### src/rtl/multicycle_controller_pkg.sv
// Shared encodings for the multicycle MIPS controller: opcodes, functs,
// FSM state codes, ALU operation classes and ALU control values.
package multicycle_controller_pkg;

    localparam logic [5:0] OP_RTYPE = 6'b000000;
    localparam logic [5:0] OP_LW    = 6'b100011;
    localparam logic [5:0] OP_SW    = 6'b101011;
    localparam logic [5:0] OP_BEQ   = 6'b000100;
    localparam logic [5:0] OP_ADDI  = 6'b001000;
    localparam logic [5:0] OP_J     = 6'b000010;

    localparam logic [5:0] FUNCT_ADD = 6'b100000;
    localparam logic [5:0] FUNCT_SUB = 6'b100010;
    localparam logic [5:0] FUNCT_AND = 6'b100100;
    localparam logic [5:0] FUNCT_OR  = 6'b100101;
    localparam logic [5:0] FUNCT_SLT = 6'b101010;

    localparam logic [2:0] ALU_CTL_ADD = 3'b010;
    localparam logic [2:0] ALU_CTL_SUB = 3'b110;
    localparam logic [2:0] ALU_CTL_AND = 3'b000;
    localparam logic [2:0] ALU_CTL_OR  = 3'b001;
    localparam logic [2:0] ALU_CTL_SLT = 3'b111;

    typedef enum logic [3:0] {
        S_FETCH    = 4'd0,
        S_DECODE   = 4'd1,
        S_MEMADR   = 4'd2,
        S_MEMREAD  = 4'd3,
        S_MEMWB    = 4'd4,
        S_MEMWRITE = 4'd5,
        S_EXECUTE  = 4'd6,
        S_ALUWB    = 4'd7,
        S_BRANCH   = 4'd8,
        S_ADDIEXEC = 4'd9,
        S_ADDIWB   = 4'd10,
        S_JUMP     = 4'd11
    } state_t;

    typedef enum logic [1:0] {
        ALU_OP_ADD   = 2'b00,
        ALU_OP_SUB   = 2'b01,
        ALU_OP_FUNCT = 2'b10
    } alu_op_t;

endpackage

### src/rtl/multicycle_controller_alu_decoder.sv
// ALU control decode: maps the controller's operation class and the R-type
// funct field onto the 3-bit ALU control code.
module alu_decoder
    import multicycle_controller_pkg::*;
(
    input  alu_op_t    alu_op,
    input  logic [5:0] funct,
    output logic [2:0] alu_control
);

    always_comb begin
        alu_control = ALU_CTL_ADD;
        case (alu_op)
            ALU_OP_ADD: alu_control = ALU_CTL_ADD;
            ALU_OP_SUB: alu_control = ALU_CTL_SUB;
            ALU_OP_FUNCT: begin
                // Unknown functs fall back to add so the instruction still retires.
                case (funct)
                    FUNCT_ADD: alu_control = ALU_CTL_ADD;
                    FUNCT_SUB: alu_control = ALU_CTL_SUB;
                    FUNCT_AND: alu_control = ALU_CTL_AND;
                    FUNCT_OR:  alu_control = ALU_CTL_OR;
                    FUNCT_SLT: alu_control = ALU_CTL_SLT;
                    default:   alu_control = ALU_CTL_ADD;
                endcase
            end
            default: alu_control = ALU_CTL_ADD;
        endcase
    end

endmodule

### src/rtl/multicycle_controller.sv
// Main control FSM of the multicycle MIPS core; sequences shared memory, IR,
// register file and ALU, stretching memory states on mem_ready.
//
// state    | meaning
// FETCH    | read instruction at PC, PC += 4 when memory completes
// DECODE   | register read, branch target precompute, dispatch on opcode
// MEMADR   | compute lw/sw effective address
// MEMREAD  | data read at ALUOut, hold until mem_ready
// MEMWB    | write MDR to rt
// MEMWRITE | data write at ALUOut, hold until mem_ready
// EXECUTE  | R-type ALU operation
// ALUWB    | write ALUOut to rd
// BRANCH   | compare A-B, PC <= ALUOut when zero
// ADDIEXEC | A + signext
// ADDIWB   | write ALUOut to rt
// JUMP     | PC <= jump target
module multicycle_controller
    import multicycle_controller_pkg::*;
#(
    parameter bit MEM_WAIT_EN = 1'b1
) (
    input  logic       clk,
    input  logic       reset_n,
    input  logic [5:0] opcode,
    input  logic [5:0] funct,
    input  logic       zero,
    input  logic       mem_ready,
    output logic       mem_read,
    output logic       mem_write,
    output logic       i_or_d,
    output logic       ir_write,
    output logic       pc_write,
    output logic       reg_write,
    output logic       reg_dst,
    output logic       mem_to_reg,
    output logic       alu_src_a,
    output logic [1:0] alu_src_b,
    output logic [1:0] pc_src,
    output logic [2:0] alu_control,
    output logic       instr_done,
    output logic       illegal_op
);

    state_t  state;
    state_t  next_state;
    alu_op_t alu_op;
    logic    ready;

    assign ready = MEM_WAIT_EN ? mem_ready : 1'b1;

    always_ff @(posedge clk) begin
        if (!reset_n) state <= S_FETCH;
        else          state <= next_state;
    end

    always_comb begin
        next_state = state;
        mem_read   = 1'b0;
        mem_write  = 1'b0;
        i_or_d     = 1'b0;
        ir_write   = 1'b0;
        pc_write   = 1'b0;
        reg_write  = 1'b0;
        reg_dst    = 1'b0;
        mem_to_reg = 1'b0;
        alu_src_a  = 1'b0;
        alu_src_b  = 2'b00;
        pc_src     = 2'b00;
        alu_op     = ALU_OP_ADD;
        instr_done = 1'b0;
        illegal_op = 1'b0;

        case (state)
            S_FETCH: begin
                mem_read  = 1'b1;
                alu_src_b = 2'b01;
                ir_write  = ready;
                pc_write  = ready;
                if (ready) next_state = S_DECODE;
            end
            S_DECODE: begin
                alu_src_b = 2'b11;
                case (opcode)
                    OP_LW, OP_SW: next_state = S_MEMADR;
                    OP_RTYPE:     next_state = S_EXECUTE;
                    OP_BEQ:       next_state = S_BRANCH;
                    OP_ADDI:      next_state = S_ADDIEXEC;
                    OP_J:         next_state = S_JUMP;
                    default: begin
                        illegal_op = 1'b1;
                        next_state = S_FETCH;
                    end
                endcase
            end
            S_MEMADR: begin
                alu_src_a  = 1'b1;
                alu_src_b  = 2'b10;
                next_state = (opcode == OP_LW) ? S_MEMREAD : S_MEMWRITE;
            end
            S_MEMREAD: begin
                mem_read = 1'b1;
                i_or_d   = 1'b1;
                if (ready) next_state = S_MEMWB;
            end
            S_MEMWB: begin
                reg_write  = 1'b1;
                mem_to_reg = 1'b1;
                instr_done = 1'b1;
                next_state = S_FETCH;
            end
            S_MEMWRITE: begin
                mem_write  = 1'b1;
                i_or_d     = 1'b1;
                instr_done = ready;
                if (ready) next_state = S_FETCH;
            end
            S_EXECUTE: begin
                alu_src_a  = 1'b1;
                alu_op     = ALU_OP_FUNCT;
                next_state = S_ALUWB;
            end
            S_ALUWB: begin
                reg_write  = 1'b1;
                reg_dst    = 1'b1;
                instr_done = 1'b1;
                next_state = S_FETCH;
            end
            S_BRANCH: begin
                alu_src_a  = 1'b1;
                alu_op     = ALU_OP_SUB;
                pc_src     = 2'b01;
                pc_write   = zero;
                instr_done = 1'b1;
                next_state = S_FETCH;
            end
            S_ADDIEXEC: begin
                alu_src_a  = 1'b1;
                alu_src_b  = 2'b10;
                next_state = S_ADDIWB;
            end
            S_ADDIWB: begin
                reg_write  = 1'b1;
                instr_done = 1'b1;
                next_state = S_FETCH;
            end
            S_JUMP: begin
                pc_src     = 2'b10;
                pc_write   = 1'b1;
                instr_done = 1'b1;
                next_state = S_FETCH;
            end
            default: next_state = S_FETCH;
        endcase

        // Reset kills every enable immediately and parks the selects at FETCH values.
        if (!reset_n) begin
            next_state = S_FETCH;
            mem_read   = 1'b0;
            mem_write  = 1'b0;
            i_or_d     = 1'b0;
            ir_write   = 1'b0;
            pc_write   = 1'b0;
            reg_write  = 1'b0;
            reg_dst    = 1'b0;
            mem_to_reg = 1'b0;
            alu_src_a  = 1'b0;
            alu_src_b  = 2'b01;
            pc_src     = 2'b00;
            alu_op     = ALU_OP_ADD;
            instr_done = 1'b0;
            illegal_op = 1'b0;
        end
    end

    alu_decoder u_alu_decoder (
        .alu_op      (alu_op),
        .funct       (funct),
        .alu_control (alu_control)
    );

endmodule

### config.mk
export PLATFORM = sky130hd
export DESIGN_NAME = multicycle_controller
export DESIGN_NICKNAME = d
export VERILOG_FILES = /design/src/rtl/multicycle_controller_pkg.sv /design/src/rtl/multicycle_controller_alu_decoder.sv /design/src/rtl/multicycle_controller.sv
export SDC_FILE = /design/constraint.sdc
export NUM_CORES = 1
export LEC_CHECK = 0
export CAP_MARGIN = 20
export CORE_UTILIZATION = 42
export CTS_CLUSTER_DIAMETER = 50
export DETAILED_ROUTE_END_ITERATION = 6
export HOLD_SLACK_MARGIN = 0.08
export MAX_ROUTING_LAYER = met4
export PLACE_DENSITY = 0.84
export SYNTH_ARGS = -nofsm -noshare
export SYNTH_HDL_FRONTEND = slang
export SYNTH_SLANG_ARGS = --single-unit
### constraint.sdc
create_clock -name clk -period 4.5 [get_ports clk]
set_input_delay 0.45 -clock clk [delete_from_list [all_inputs] [get_ports clk]]
set_output_delay 0.45 -clock clk [all_outputs]
set_load 0.005 [all_outputs]
==> results.toml, run 1 <==
[logic_synthesis]
syn_inst = 105
synth_xor_area_frac = 0.0263
synth_top_family_by_area = "simple AND/OR/NAND/NOR gates"
synth_seq_area_share = 0.120
synth_compound_area_frac = 0.253
ys_ff_latch = 4
synthSimpleGateAreaFrac = 0.499
synthAdderAreaFrac = 0.0375
netlist_area_sq_um = 667
ys_types = 36
synth_top_area_cell = "dfxtp_1"
yosysTopAreaCellShare = 0.120
synth_nets = 123
yosys-mux-area-fraction = 0
yosysWarnings = 0
synthTopCellsByArea = "dfxtp_1 12%, nand2_1 6.8%, nor3b_1 6.8%"
avgSynthCellArea_sq_um = 6.35

[cells_and_area]
antenna_cells = 0
fill_cells = 147
largest_register_ffs = 4
final_cell_mix = "33 x clkdlybuf4s50_1, 12 x nand2_1, 10 x nor2_1"
top_regs = "state (4)"
final_common_cell = "clkdlybuf4s50_1"
syn_to_final_growth_pct = 51.2
regMostFlops = "state"
drive_gt1_frac = 0.0224
fin_nets = 154

[floorplan]
die_h_um = 41.8
io_pins = 34
start_util = 0.448
die_x_um = 41.8
rows = 14
core_area_sq_um = 1490
dieArea_sq_um = 1750

[run_status]
outcome = "completed"

[clock_network]
clk_pin_slew_ps = 40
htreeDepth = 1
post_cts_buffers = 0
clock_latency_ps = 230
cts_buffers = 3
cts.sinks = 4
holdBufCountCts = 0
cts-resized-gates = 0
cts_tree = "done"
root_buffer = "clkbuf_4"
clock_path_buffers = 2

[routing]
dr.first_iter.drc_count = 11
vias = 870
firstDrtPassIters = 3
drt_wl_total_um = 1940
wl_per_cell_um = 12.9
drcViolationCount = 0
via_per_inst = 5.80
ant_nets = 0

[worst_setup_path]
start_kind = "register"
rrSetupSlack_ps = 2670
reg2reg_from = "state[1]"
worstPathCellList = "nor2b_1, nand3_1, inv_1, ha_1, nor3_1, clkdlybuf4s50_1"
critical_path_depth = 6
arrival_ps = 2640
cp_slowest_cell = "dfxtp_1"
critPathRequiredTime_ps = 4050
r2r-end = "state[1]"
crit_start = "state[1]"
cp_slowest_stage_delay_ps = 640
reg2reg_depth = 4
cp_num_buf_inv = 2
critPathCapture = "alu_control[0]"
critPathTopFamily = "simple AND/OR/NAND/NOR gates"
crit_path_end_kind = "primary output"
path_class = "register to primary output"
cp_max_fo = 17

[pwr]
p_int_mw = 0.0907
sw_frac_of_total = 0.272
p_per_area_nw_per_um2 = 124
power_switching_mw = 0.0339
peakVddDrop_mv = 0.207
pwr-share-clk = 0.347
p_leak_nw = 0.366
combPwrFrac = 0.344
seq_power_share = 0.309

[sta]
setup_viol = 0
worst_pin_slew_ps = 610
slew_headroom = 0.593
finalSetupTns_ps = 0
hold_viol_final = 0
skew_ps = 0.573
fin_crit_sh = 0.686
clock.fmax_mhz = 324
report.final.slew_viol_count = 0
rsz0062_at_grt = "false"
holdWs_ps = 753
fin_crit_ps = 3090

[hold_path]
hold_class = "register to register"

[global_routing]
grt_pass1_wl_um = 3380
gr-usage-all-layers = 0.241
grt-ovfl-total = 0
grt_max_degree = 21
grt_pass1_vias = 836
antenna_found_initial = 0

[flow_run]
maxCapViolCount = 0

[placed_design]
gp_congestion = 0.856
numPortBuffers = 33
dpl.hpwl_um = 1500
-- Yosys cell counts (all sizes together) --
cell,instances
and2b,1
a211o,1
nor2b,7
nor3,5
clkbuf,2
xnor2,1
o2111ai,1
a21boi,1
o21a,1
o31ai,1
nor4b,2
and4,1
and2,1
xor2,1
nor3b,6
a21oi,7
nand2,12
dfxtp,4
a211oi,2
nand3,2
o211ai,1
buf,5
or4,1
inv,3
ha,2
a22oi,1
o311a,1
and4b,1
and3,4
o21ai,7
nor2,10
a31oi,3
nor4,2
nand2b,5
-- metrics by stage --
stage	setup WS, ps	util	cell area [sq um]	total power, mW	std cells
floorplan	2650	-	667	0.0568	105
global placement	1570	0.662	986	0.0809	147
detailed placement	1500	0.662	986	0.0817	147
CTS	1410	0.677	1010	0.126	150
global route	1170	0.677	1010	0.132	150
finish	1410	0.677	1010	0.125	150
-- metal layers --
layer	vias to the layer above	wire length [um]	track usage
met4	0	49	0.0774
met3	6	107	0.0348
met1	388	880	0.295
li1	445	-	-
met5	-	0	-
met2	31	904	0.403
-- cell families after synthesis --
family	count (synthesis)
DFF	4
adders and majority gates	2
xor gates and xnor gates	2
buffers and inverters	10
and+or+nand+nor	60
AOI/OAI and AO/OA	27
-- layout make-up --
cell class | count | area (sq um) | area share
clock buffers | 3 | 22.5 | 0.0223
inverters | 3 | 11.3 | 0.0112
multi-input cells | 91 | 544 | 0.540
flip-flops and latches | 4 | 80.1 | 0.0794
well taps | 16 | 20.0 | 0.0199
repair buffers | 33 | 330 | 0.328
-- how the worst min path moves through the flow --
stage                  start        to  cells past startpoint
global route        state[1]  state[3]                      1
global placement    state[3]  state[3]                      2
finish              state[1]  state[3]                      1
detailed placement  state[1]  state[3]                      1
CTS                 state[1]  state[3]                      1
floorplan           state[3]  state[3]                      2
-- worst reg2reg max path: cells and delay by family, from the launching register on --
family          cells  cell delay, ps
simple gates        3             910
compound gates      1             220
flops               1             640
-- power groups by stage --
stage	Clock (mW)	Combinational (mW)	Sequential (mW)
finish	0.0432	0.0429	0.0386
global route	0.0467	0.0469	0.0387
CTS	0.0440	0.0430	0.0385
detailed placement	0	0.0426	0.0391
global placement	0	0.0418	0.0391
floorplan	0	0.0195	0.0373
(Power assumes the default switching activity.)
==> run 2: changes to the inputs <==
--- a/config.mk
+++ b/config.mk
@@ -6,12 +6,12 @@
 export NUM_CORES = 1
 export LEC_CHECK = 0
 export CAP_MARGIN = 20
-export CORE_UTILIZATION = 42
+export CORE_UTILIZATION = 35
 export CTS_CLUSTER_DIAMETER = 50
 export DETAILED_ROUTE_END_ITERATION = 6
 export HOLD_SLACK_MARGIN = 0.08
 export MAX_ROUTING_LAYER = met4
-export PLACE_DENSITY = 0.84
+export PLACE_DENSITY = 0.75
 export SYNTH_ARGS = -nofsm -noshare
 export SYNTH_HDL_FRONTEND = slang
 export SYNTH_SLANG_ARGS = --single-unit
==> constraint.sdc (replaced) <==
create_clock -name clk -period 2.8 [get_ports clk]
set_input_delay 0.28 -clock clk [delete_from_list [all_inputs] [get_ports clk]]
set_output_delay 0.28 -clock clk [all_outputs]
set_load 0.005 [all_outputs]
==> run 2 against run 1 <==
Effect of this change: critical path depth up 1; critical path type unchanged; non-clock buffer count is 6 higher; wire length up 9.2%; combinational power rose by 76%; final area up 5.6%; first-iteration DRC count up 150%.
==> results.toml, run 2 (synthesis gave the netlist of run 1 again) <==
[floorplan]
die_x_um = 45.7
io_pins = 34
die_h_um = 45.7
core_area_sq_um = 1760
rows = 15
start_util = 0.378
dieArea_sq_um = 2080

[clock_network]
post_cts_buffers = 0
holdBufCountCts = 0
cts-resized-gates = 0
clk_pin_slew_ps = 40
cts_buffers = 3
cts_tree = "done"
cts.sinks = 4
root_buffer = "clkbuf_4"
htreeDepth = 1
clock_path_buffers = 2
clock_latency_ps = 230

[worst_setup_path]
reg2reg_depth = 4
cp_slowest_stage_delay_ps = 530
start_kind = "register"
cp_max_fo = 10
reg2reg_from = "state[1]"
r2r-end = "state[1]"
critPathRequiredTime_ps = 2520
path_class = "register to primary output"
cp_slowest_cell = "clkdlybuf4s50_1"
crit_path_end_kind = "primary output"
worstPathCellList = "buf_4, nor2b_1, and3_1, inv_1, ha_1, nor3_1, clkdlybuf4s50_1"
rrSetupSlack_ps = 1370
arrival_ps = 2400

[placed_design]
numPortBuffers = 33
dpl_worst_slack_ps = 402
dpl.hpwl_um = 1630
gp_congestion = 0.840

[sta]
fin_crit_sh = 0.958
hold_viol_final = 0
fin_crit_ps = 2680
rsz0062_at_grt = "false"
slew_headroom = 0.630
skew_ps = 0.945
clock.fmax_mhz = 373
report.final.slew_viol_count = 0
setup_slack_ps = 117
worst_pin_slew_ps = 554
finalSetupTns_ps = 0
setup_viol = 0

[cells_and_area]
drive_gt1_frac = 0.0643
multi_input_area_sq_um = 544
final_cell_mix = "33 x clkdlybuf4s50_1, 12 x nand2_1, 10 x nor2_1"
antenna_cells = 0
regMostFlops = "state"
top_regs = "state (4)"
largest_register_ffs = 4
fill_cells = 184
final_common_cell = "clkdlybuf4s50_1"
seqCellArea_sq_um = 80.1
fin_nets = 160
syn_to_final_growth_pct = 59.7

[pwr]
pwr-share-clk = 0.349
combPwrFrac = 0.366
p_int_mw = 0.148
p_leak_nw = 0.397
power_switching_mw = 0.0585
p_per_area_nw_per_um2 = 194
sw_frac_of_total = 0.283
peakVddDrop_mv = 0.153
seq_power_share = 0.285

[global_routing]
grt-ovfl-total = 0
grt_pass1_wl_um = 3440
gr-usage-all-layers = 0.230
grt_pass1_vias = 790
antenna_found_initial = 0
grt_max_degree = 14

[flow_run]
maxCapViolCount = 0

[routing]
dr.first_iter.drc_count = 27
wl_per_cell_um = 12.8
vias = 911
firstDrtPassIters = 4
drt_wl_total_um = 2120
ant_nets = 0
via_per_inst = 5.52
drcViolationCount = 0

[hold_path]
hold_end = "state[3]"
hold_path_depth = 2
min_from = "state[1]"
hold_class = "register to register"

[run_status]
outcome = "completed"
[run 2: area by class of cell]
class                   count  area share
clock buffers               3      0.0212
inverters                   3      0.0106
multi-input cells          91       0.511
well taps                  25      0.0294
flip-flops and latches      4      0.0752
repair buffers             39       0.353
[run 2: worst max-delay path, delay by kind of cell (launching register included)]
| family | cells | cell delay (ps) |
|---|---|---|
| flops | 1 | 310 |
| buf+inv | 3 | 760 |
| fa+ha+maj | 1 | 320 |
| simple gates | 3 | 800 |
[run 2: worst max path at each step]
stage / from / to / slack (ps) / cells past startpoint
global route: state[1] / alu_control[0] / 10 / 7
floorplan: state[2] / alu_control[1] / 1120 / 6
global placement: state[1] / alu_control[0] / 440 / 7
CTS: state[1] / alu_control[0] / 150 / 7
detailed placement: reset_n / alu_control[0] / 400 / 7
finish: state[1] / alu_control[0] / 120 / 7
[run 2: per-layer routing]
| layer | share of wire | vias up | track usage |
|---|---|---|---|
| met5 | 0 | - | - |
| met4 | 0.0090 | 0 | 0.0727 |
| met3 | 0.051 | 2 | 0.0278 |
| met2 | 0.48 | 40 | 0.360 |
| met1 | 0.46 | 416 | 0.306 |
| li1 | - | 453 | - |
[run 2: metrics by stage]
stage               cells   util  power [mW]  hold WS, ps  instance area [sq um]
floorplan             105      -      0.0913          497                    667
global placement      162  0.591       0.134          567                   1040
detailed placement    162  0.591       0.135          569                   1040
CTS                   165  0.604       0.208          573                   1060
global route          165  0.604       0.221          635                   1060
finish                165  0.604       0.207          580                   1060
[run 2: power groups by stage]
| stage | clock network, mW | logic [mW] | registers, mW |
|---|---|---|---|
| final | 0.0722 | 0.0757 | 0.0590 |
| after global routing | 0.0792 | 0.0825 | 0.0591 |
| after CTS | 0.0739 | 0.0751 | 0.0590 |
| after detailed placement | 0 | 0.0748 | 0.0600 |
| after global placement | 0 | 0.0738 | 0.0600 |
| after floorplan | 0 | 0.0313 | 0.0600 |
